**config.mk**
```make
export PLATFORM = sky130hd
export DESIGN_NAME = dcs_result_packer_flat
export DESIGN_NICKNAME = d
export VERILOG_FILES = /design/src/rtl/dcs_result_packer_if.sv /design/src/rtl/dcs_result_packer.sv /design/src/flat_wrapper.sv
export SDC_FILE = /design/constraint.sdc
export NUM_CORES = 1
export LEC_CHECK = 0
export CAP_MARGIN = 20
export CORE_UTILIZATION = 35
export CTS_BUF_LIST = sky130_fd_sc_hd__clkbuf_4 sky130_fd_sc_hd__clkbuf_8 sky130_fd_sc_hd__clkbuf_16
export DETAILED_ROUTE_END_ITERATION = 7
export GPL_TIMING_DRIVEN = 0
export PLACE_DENSITY = 0.61
export SKIP_CTS_REPAIR_TIMING = 1
export SYNTH_ARGS = -nofsm -noshare
export SYNTH_HDL_FRONTEND = slang
export SYNTH_SLANG_ARGS = --single-unit
```
**constraint.sdc**
```tcl
create_clock -name clk -period 3.5 [get_ports clk]
set_clock_uncertainty 0.05 [all_clocks]
set_input_delay 0.35 -clock clk [delete_from_list [all_inputs] [get_ports clk]]
set_output_delay 0.35 -clock clk [all_outputs]
set_load 0.02 [all_outputs]
```
**src/rtl/dcs_result_packer_if.sv**
```systemverilog
// Result-bus bundle for dcs_result_packer: core-side word input
// plus the valid/ready beat output toward the system bus.
interface dcs_result_packer_if;
    logic        in_valid;
    logic [31:0] in_data;
    logic        out_valid;
    logic        out_ready;
    logic [31:0] out_data;
    logic        out_last;

    modport master (
        output in_valid, in_data, out_ready,
        input  out_valid, out_data, out_last
    );

    modport slave (
        input  in_valid, in_data, out_ready,
        output out_valid, out_data, out_last
    );
endinterface

```
**src/rtl/dcs_result_packer.sv**
```systemverilog
// Captures an 8-word result burst, re-quantizes to 8 bits, finds argmax
// and emits three beats. Optional ROUND_EN: round-half-up before shift.
module dcs_result_packer #(
    parameter int N_WORDS = 8,
    parameter int SHIFT   = 8
) (
    input  logic              clk,
    input  logic              rst,
    dcs_result_packer_if.slave bus,
    output logic              busy,
    output logic              err
);
    typedef enum logic [1:0] {COLLECT, EMIT0, EMIT1, EMIT2} state_t;

    state_t               state, state_d;
    logic [2:0]           cnt;
    logic [7:0]           q [N_WORDS];
    logic [N_WORDS-1:0]   sat;
    logic [31:0]          max_w;
    logic [2:0]           arg;
    logic                 out_valid_r, out_last_r;
    logic [31:0]          out_data_r, out_data_d;
    logic [32:0]          in_sum, in_shift;
    logic [7:0]           in_q;
    logic                 in_sat;
    logic                 take, last_word, xfer;

    // Quantize the incoming word at 33 bits so the rounding add cannot wrap
    always_comb begin
        in_sum = {1'b0, bus.in_data};
`ifdef ROUND_EN
        in_sum = in_sum + (33'd1 << (SHIFT - 1));
`endif
        in_shift = in_sum >> SHIFT;
        in_sat   = |in_shift[32:8];
        in_q     = in_sat ? 8'hFF : in_shift[7:0];
    end

    assign take      = (state == COLLECT) && bus.in_valid;
    assign last_word = take && (cnt == 3'(N_WORDS - 1));
    assign xfer      = out_valid_r && bus.out_ready;

    // Next state and the beat to present once that state is entered
    always_comb begin
        state_d    = state;
        out_data_d = out_data_r;
        unique case (state)
            COLLECT: begin
                out_data_d = '0;
                if (last_word) begin
                    state_d    = EMIT0;
                    out_data_d = {q[3], q[2], q[1], q[0]};
                end
            end
            EMIT0: if (xfer) begin
                state_d    = EMIT1;
                out_data_d = {q[7], q[6], q[5], q[4]};
            end
            EMIT1: if (xfer) begin
                state_d    = EMIT2;
                out_data_d = {sat[7:0], 13'b0, arg, q[arg]};
            end
            EMIT2: if (xfer) begin
                state_d    = COLLECT;
                out_data_d = '0;
            end
            default: begin
                state_d    = COLLECT;
                out_data_d = '0;
            end
        endcase
    end

    // State register with registered beat outputs
    always_ff @(posedge clk) begin
        if (rst) begin
            state       <= COLLECT;
            out_valid_r <= 1'b0;
            out_last_r  <= 1'b0;
            out_data_r  <= '0;
        end else begin
            state       <= state_d;
            out_valid_r <= (state_d != COLLECT);
            out_last_r  <= (state_d == EMIT2);
            out_data_r  <= out_data_d;
        end
    end

    // Word capture, running argmax and sticky overrun flag
    always_ff @(posedge clk) begin
        if (rst) begin
            cnt   <= '0;
            sat   <= '0;
            max_w <= '0;
            arg   <= '0;
            err   <= 1'b0;
            for (int i = 0; i < N_WORDS; i++) q[i] <= '0;
        end else begin
            if (take) begin
                q[cnt]   <= in_q;
                sat[cnt] <= in_sat;
                if (cnt == 3'd0 || bus.in_data > max_w) begin
                    max_w <= bus.in_data;
                    arg   <= cnt;
                end
                cnt <= last_word ? 3'd0 : cnt + 3'd1;
            end
            if (bus.in_valid && state != COLLECT) err <= 1'b1;
        end
    end

    assign busy          = (state != COLLECT);
    assign bus.out_valid = out_valid_r;
    assign bus.out_last  = out_last_r;
    assign bus.out_data  = out_data_r;
endmodule
```
**src/flat_wrapper.sv**
```systemverilog
// flat-port wrapper written by rule: the top's interface ports become plain ports
module dcs_result_packer_flat 
#(
    parameter int N_WORDS = 8,
    parameter int SHIFT   = 8
)
  (clk, rst, busy, err, bus_in_valid, bus_in_data, bus_out_ready, bus_out_valid, bus_out_data, bus_out_last);
  dcs_result_packer_if bus_i ();
  input  logic clk;
  input  logic rst;
  output logic busy;
  output logic err;
  input wire logic [$bits(bus_i.in_valid)-1:0] bus_in_valid;
  input wire logic [$bits(bus_i.in_data)-1:0] bus_in_data;
  input wire logic [$bits(bus_i.out_ready)-1:0] bus_out_ready;
  output wire logic [$bits(bus_i.out_valid)-1:0] bus_out_valid;
  output wire logic [$bits(bus_i.out_data)-1:0] bus_out_data;
  output wire logic [$bits(bus_i.out_last)-1:0] bus_out_last;
  assign bus_i.in_valid = bus_in_valid;
  assign bus_i.in_data = bus_in_data;
  assign bus_i.out_ready = bus_out_ready;
  assign bus_out_valid = bus_i.out_valid;
  assign bus_out_data = bus_i.out_data;
  assign bus_out_last = bus_i.out_last;
  dcs_result_packer #(.N_WORDS(N_WORDS), .SHIFT(SHIFT)) u_core (.clk(clk), .rst(rst), .bus(bus_i), .busy(busy), .err(err));
endmodule
```
# Word level (Yosys, flattened, before mapping)
# Memories as Yosys holds them, arrays and structs flattened. A register that Yosys moved wholly into a read port is not among the register bits.
# Cells that the tools add are included.
[totals]
mem_count = 1
inputBits = 36
ramBits = 64
register_bits = 83
wordCells = 61
[op_classes]
n_eq_ne = 8
magnitude_cmp = 3
reduce_logical = 14
n_addsub = 1
mux = 25
[mem_list]
columns = ["memory", "words", "width", "rd", "rd_clocked_by_memory_dff", "wr", "line", "source"]
rows = [
  ["u_core.q", 8, 8, 9, 1, 8, "dcs_result_packer.sv:17", "logic [7:0] q [N_WORDS];"],
]
[ops]
columns = ["cell", "n"]
rows = [
  ["$mux W32", 4],
  ["$pmux W32 S4", 1],
  ["$gt A32 B32 Y1", 1],
  ["$mux W8", 2],
  ["$reduce_or A16 Y1", 1],
  ["$mux W3", 4],
  ["$bwmux W8", 1],
  ["$mux W2", 4],
  ["$pmux W2 S4", 1],
  ["$reduce_or A8 Y1", 1],
  ["$mux W1", 7],
  ["$eq A2 B2 Y1 const B", 3],
  ["$ne A2 B1 Y1 const B", 3],
  ["$logic_and A1 B1 Y1", 5],
  ["$lt A3 B4 Y1 const B", 1],
  ["$reduce_bool A2 Y1", 2],
  ["$add A3 B1 Y3 const B", 1],
  ["$demux W1 S3", 1],
  ["$eq A3 B3 Y1 const B", 1],
  ["$ge A3 B1 Y1 const B", 1],
  ["$logic_not A3 Y1", 1],
  ["$reduce_and A3 Y1", 1],
  ["$eq A2 B1 Y1 const B", 1],
  ["$logic_not A2 Y1", 1],
  ["other kinds (2)", 2],
]

# Longest topological paths before layout
[depth]
ltp_word = 7
ltp_mapped = 11
depth_no_buf = 8

# Least setup slack after synthesis
# OpenSTA, ideal clock, no wires.
[synth_timing]
path_type = "reg-to-reg"
startpoint = "reg u_core.cnt[0]"
endpoint = "reg (tool-made name)"
arrival_ns = 2.049
n_path_buf = 3
setup_ns = 0.079
stages_incl_launch_ff = 12
slack_ns = 1.321
path_cell_list = "dfxtp_1 -> clkbuf_1 -> inv_1 -> ha_1 -> nor2b_1 -> or2_1 -> o211ai_2 -> a31oi_2 -> a21oi_2 -> buf_6 -> buf_12 -> mux2i_1"
[synth_lines]
columns = ["item", "line", "source"]
rows = [
  ["from (decl)", "dcs_result_packer.sv:16", "logic [2:0] cnt;"],
  ["from (signal assigned)", "dcs_result_packer.sv:106", "cnt <= last_word ? 3'd0 : cnt + 3'd1;"],
]

==> impl_metrics.json <==
{
  "synth_seq_area_share": 0.493,
  "slew_headroom": 0.507,
  "cts_root_buf": "clkbuf_16",
  "grt_pass1_vias": 5347,
  "finalMaxSlewViolations": 0,
  "slowest_stage": "clkbuf_1",
  "tightest_slew_ns": 0.737,
  "cp-start-kind": "register",
  "fin_tns_setup_ns": 0,
  "crit_fanout": 10,
  "ant_nets": 0,
  "power-per-cell-area_mw_per_mm2": 458,
  "synthDistinctLibCells": 50,
  "row_count": 52,
  "core_area_mm2": 0.0205,
  "cp_data_arrival_time_ns": 2.82,
  "synthesis.nets": 778,
  "ir_drop_uv": 333,
  "first_pass_iters": 5,
  "period_share": 0.722,
  "mostFrequentLayoutCells": "114 x nor2_1, 86 x dfxtp_1, 72 x nand2b_1",
  "grt_max_degree": 17,
  "synth_top_family_by_area": "simple AND/OR/NAND/NOR gates",
  "ys_ff_latch": 150,
  "syn_avg_cell_area_um2": 10.5,
  "insertion_delay_ns": 0.43,
  "htreeDepth": 4,
  "cts_tree": "yes",
  "ys.flop_type": "dfxtp_1",
  "gp_congestion": 0.883,
  "grt_util_all_layers": 0.181,
  "seqCellArea_mm2": 0.00364,
  "fill_cells": 1984,
  "grt_pass1_wl_um": 29700,
  "required_ns": 3.79,
  "outcome": "completed",
  "hold_violations": 0,
  "cp.buffers_inverters": 4,
  "syn-instance-count": 707,
  "maxCapViolCount": 0,
  "cp_slowest_stage_delay_ns": 0.36,
  "syn_to_final_growth_pct": 21.9,
  "setup_viol": 0,
  "synth_compound_area_frac": 0.101,
  "drtIter0Drc": 499,
  "synth.mux.area_fraction": 0.105,
  "multi_input_area_mm2": 0.00335,
  "critical-path-top-delay-family": "buffers and inverters",
  "layout.nets": 867,
  "antenna_found_initial": 0,
  "path_class": "reg -> reg",
  "fp.dieH_um": 147,
  "fmax_ghz": 0.396,
  "cts_buffer_depth": 2,
  "synthesis.area_mm2": 0.00739,
  "io_buffers": 70,
  "ios": 72,
  "synth-adder-area-share": 0.0593,
  "min_path_type": "reg -> reg",
  "dieArea_mm2": 0.0217,
  "routedWlPerCell_um": 17.2,
  "dieWidth_um": 147,
  "synth_xor_area_frac": 0.00237,
  "grt_setup_unrepaired": "no",
  "diodes": 0,
  "vias_per_cell": 5.10,
  "cp-end-kind": "register",
  "leakagePower_nw": 3.58,
  "layout-drive-gt1-share": 0.104,
  "clkSinkCount": 150,
  "holdWs_ns": 0.425,
  "path_cells": "clkbuf_1 > inv_1 > ha_1 > nor2b_1 > a2111oi_0 > o211ai_1 > a21oi_2 > buf_6 > buf_12 > mux2i_1",
  "synth-simple-area-share": 0.185,
  "fin_crit_ns": 2.53,
  "path_clk_slew_ns": 0.06,
  "drt_wl_total_um": 18600,
  "synth_edf_count": 64,
  "final_common_cell": "nor2_1",
  "start_util": 0.361,
  "synth_warnings": 0,
  "vias": 5504,
  "dp_hpwl_um": 13600,
  "overflow": 0,
  "cts_inserted_buffers": 17,
  "drc": 0,
  "async_flop_share": 0
}
-- cell families (layout without fill, tap and decap cells) --
family | count (synthesis) | after routing
simple gates | 272 | 272
buf+inv | 87 | 189
fa+ha+maj | 35 | 35
xor+xnor | 2 | 2
mux | 57 | 57
flops | 150 | 150
compound gates | 104 | 104
-- flip-flops by register name, summed over array words and instances (netlist names), named ones only --
name and cells:
u_core.q 64, u_core.bus.out_data 32, u_core.max_w 32, u_core.sat 8
u_core.arg 3, u_core.cnt 3, u_core.state 2, u_core.bus.out_last 1
u_core.bus.out_valid 1, u_core.err 1
-- path summary, 6_finish.rpt --
kind / startpoint / end / slack, ns / depth (start not counted)
max reg2reg: u_core.cnt[0] / register / 0.97 / 10
max: u_core.cnt[0] / register / 0.97 / 10
min reg2reg: u_core.max_w[14] / u_core.max_w[14] / 0.43 / 2
min: u_core.max_w[14] / u_core.max_w[14] / 0.43 / 2
-- per-layer routing --
layer | global-route usage | wire (um) | vias to the layer above
li1 | - | - | 2701
met1 | 0.252 | 8920 | 2589
met5 | 0 | 0 | -
met2 | 0.272 | 8040 | 187
met3 | 0.0438 | 1230 | 27
met4 | 0.0634 | 355 | 0
-- worst register-to-register path, stage by stage (launching register included) --
cell,delay (ns)
dfxtp_1,0.33
clkbuf_1,0.36
inv_1,0.12
ha_1,0.21
nor2b_1,0.15
a2111oi_0,0.30
o211ai_1,0.20
a21oi_2,0.17
buf_6,0.19
buf_12,0.16
mux2i_1,0.23
-- cells in the mapped netlist, types with 5 or more instances --
master	n	share of area
buf_2	10	0.0068
nor2b_1	6	0.0051
a221o_1	17	0.023
nand4_1	5	0.0042
clkbuf_1	26	0.013
nor3_1	34	0.023
nor2_1	114	0.058
inv_1	44	0.022
nand2b_1	72	0.061
mux4_2	16	0.049
edfxtp_1	64	0.26
nand2_1	20	0.010
mux2_2	6	0.0091
dfxtp_1	86	0.23
a221oi_1	14	0.017
mux2i_1	35	0.047
ha_1	35	0.059
a21oi_1	38	0.026
o22ai_1	8	0.0068
-- area by class of cell --
| type | count | share of cell area |
|---|---|---|
| Sequential cell | 150 | 0.404 |
| Multi-Input combinational cell | 470 | 0.372 |
| Buffer | 41 | 0.0249 |
| Clock buffer | 22 | 0.0553 |
| Clock inverter | 10 | 0.00930 |
| Timing Repair Buffer | 70 | 0.0778 |
| Inverter | 46 | 0.0192 |
| Tap cell | 270 | 0.0375 |
-- where the power goes --
| part | internal [mW] | switching, mW |
|---|---|---|
| Sequential | 1.90 | 0.0408 |
| Clock | 1.03 | 0.764 |
| Combinational | 0.190 | 0.206 |
-- through the flow --
step / power (mW) / cell area, um^2 / worst slack (ns) / utilization / cells
finish: 4.13 / 9010 / 0.972 / 0.440 / 1079
global route: 4.28 / 9010 / 0.759 / 0.440 / 1079
detailed placement: 2.37 / 8430 / 0.629 / 0.411 / 1047
floorplan: 2.24 / 7390 / 1.32 / - / 707
CTS: 4.16 / 9010 / 0.963 / 0.440 / 1079
global placement: 2.37 / 8430 / 0.629 / 0.411 / 1047
Power figures use the tool's default switching activity.
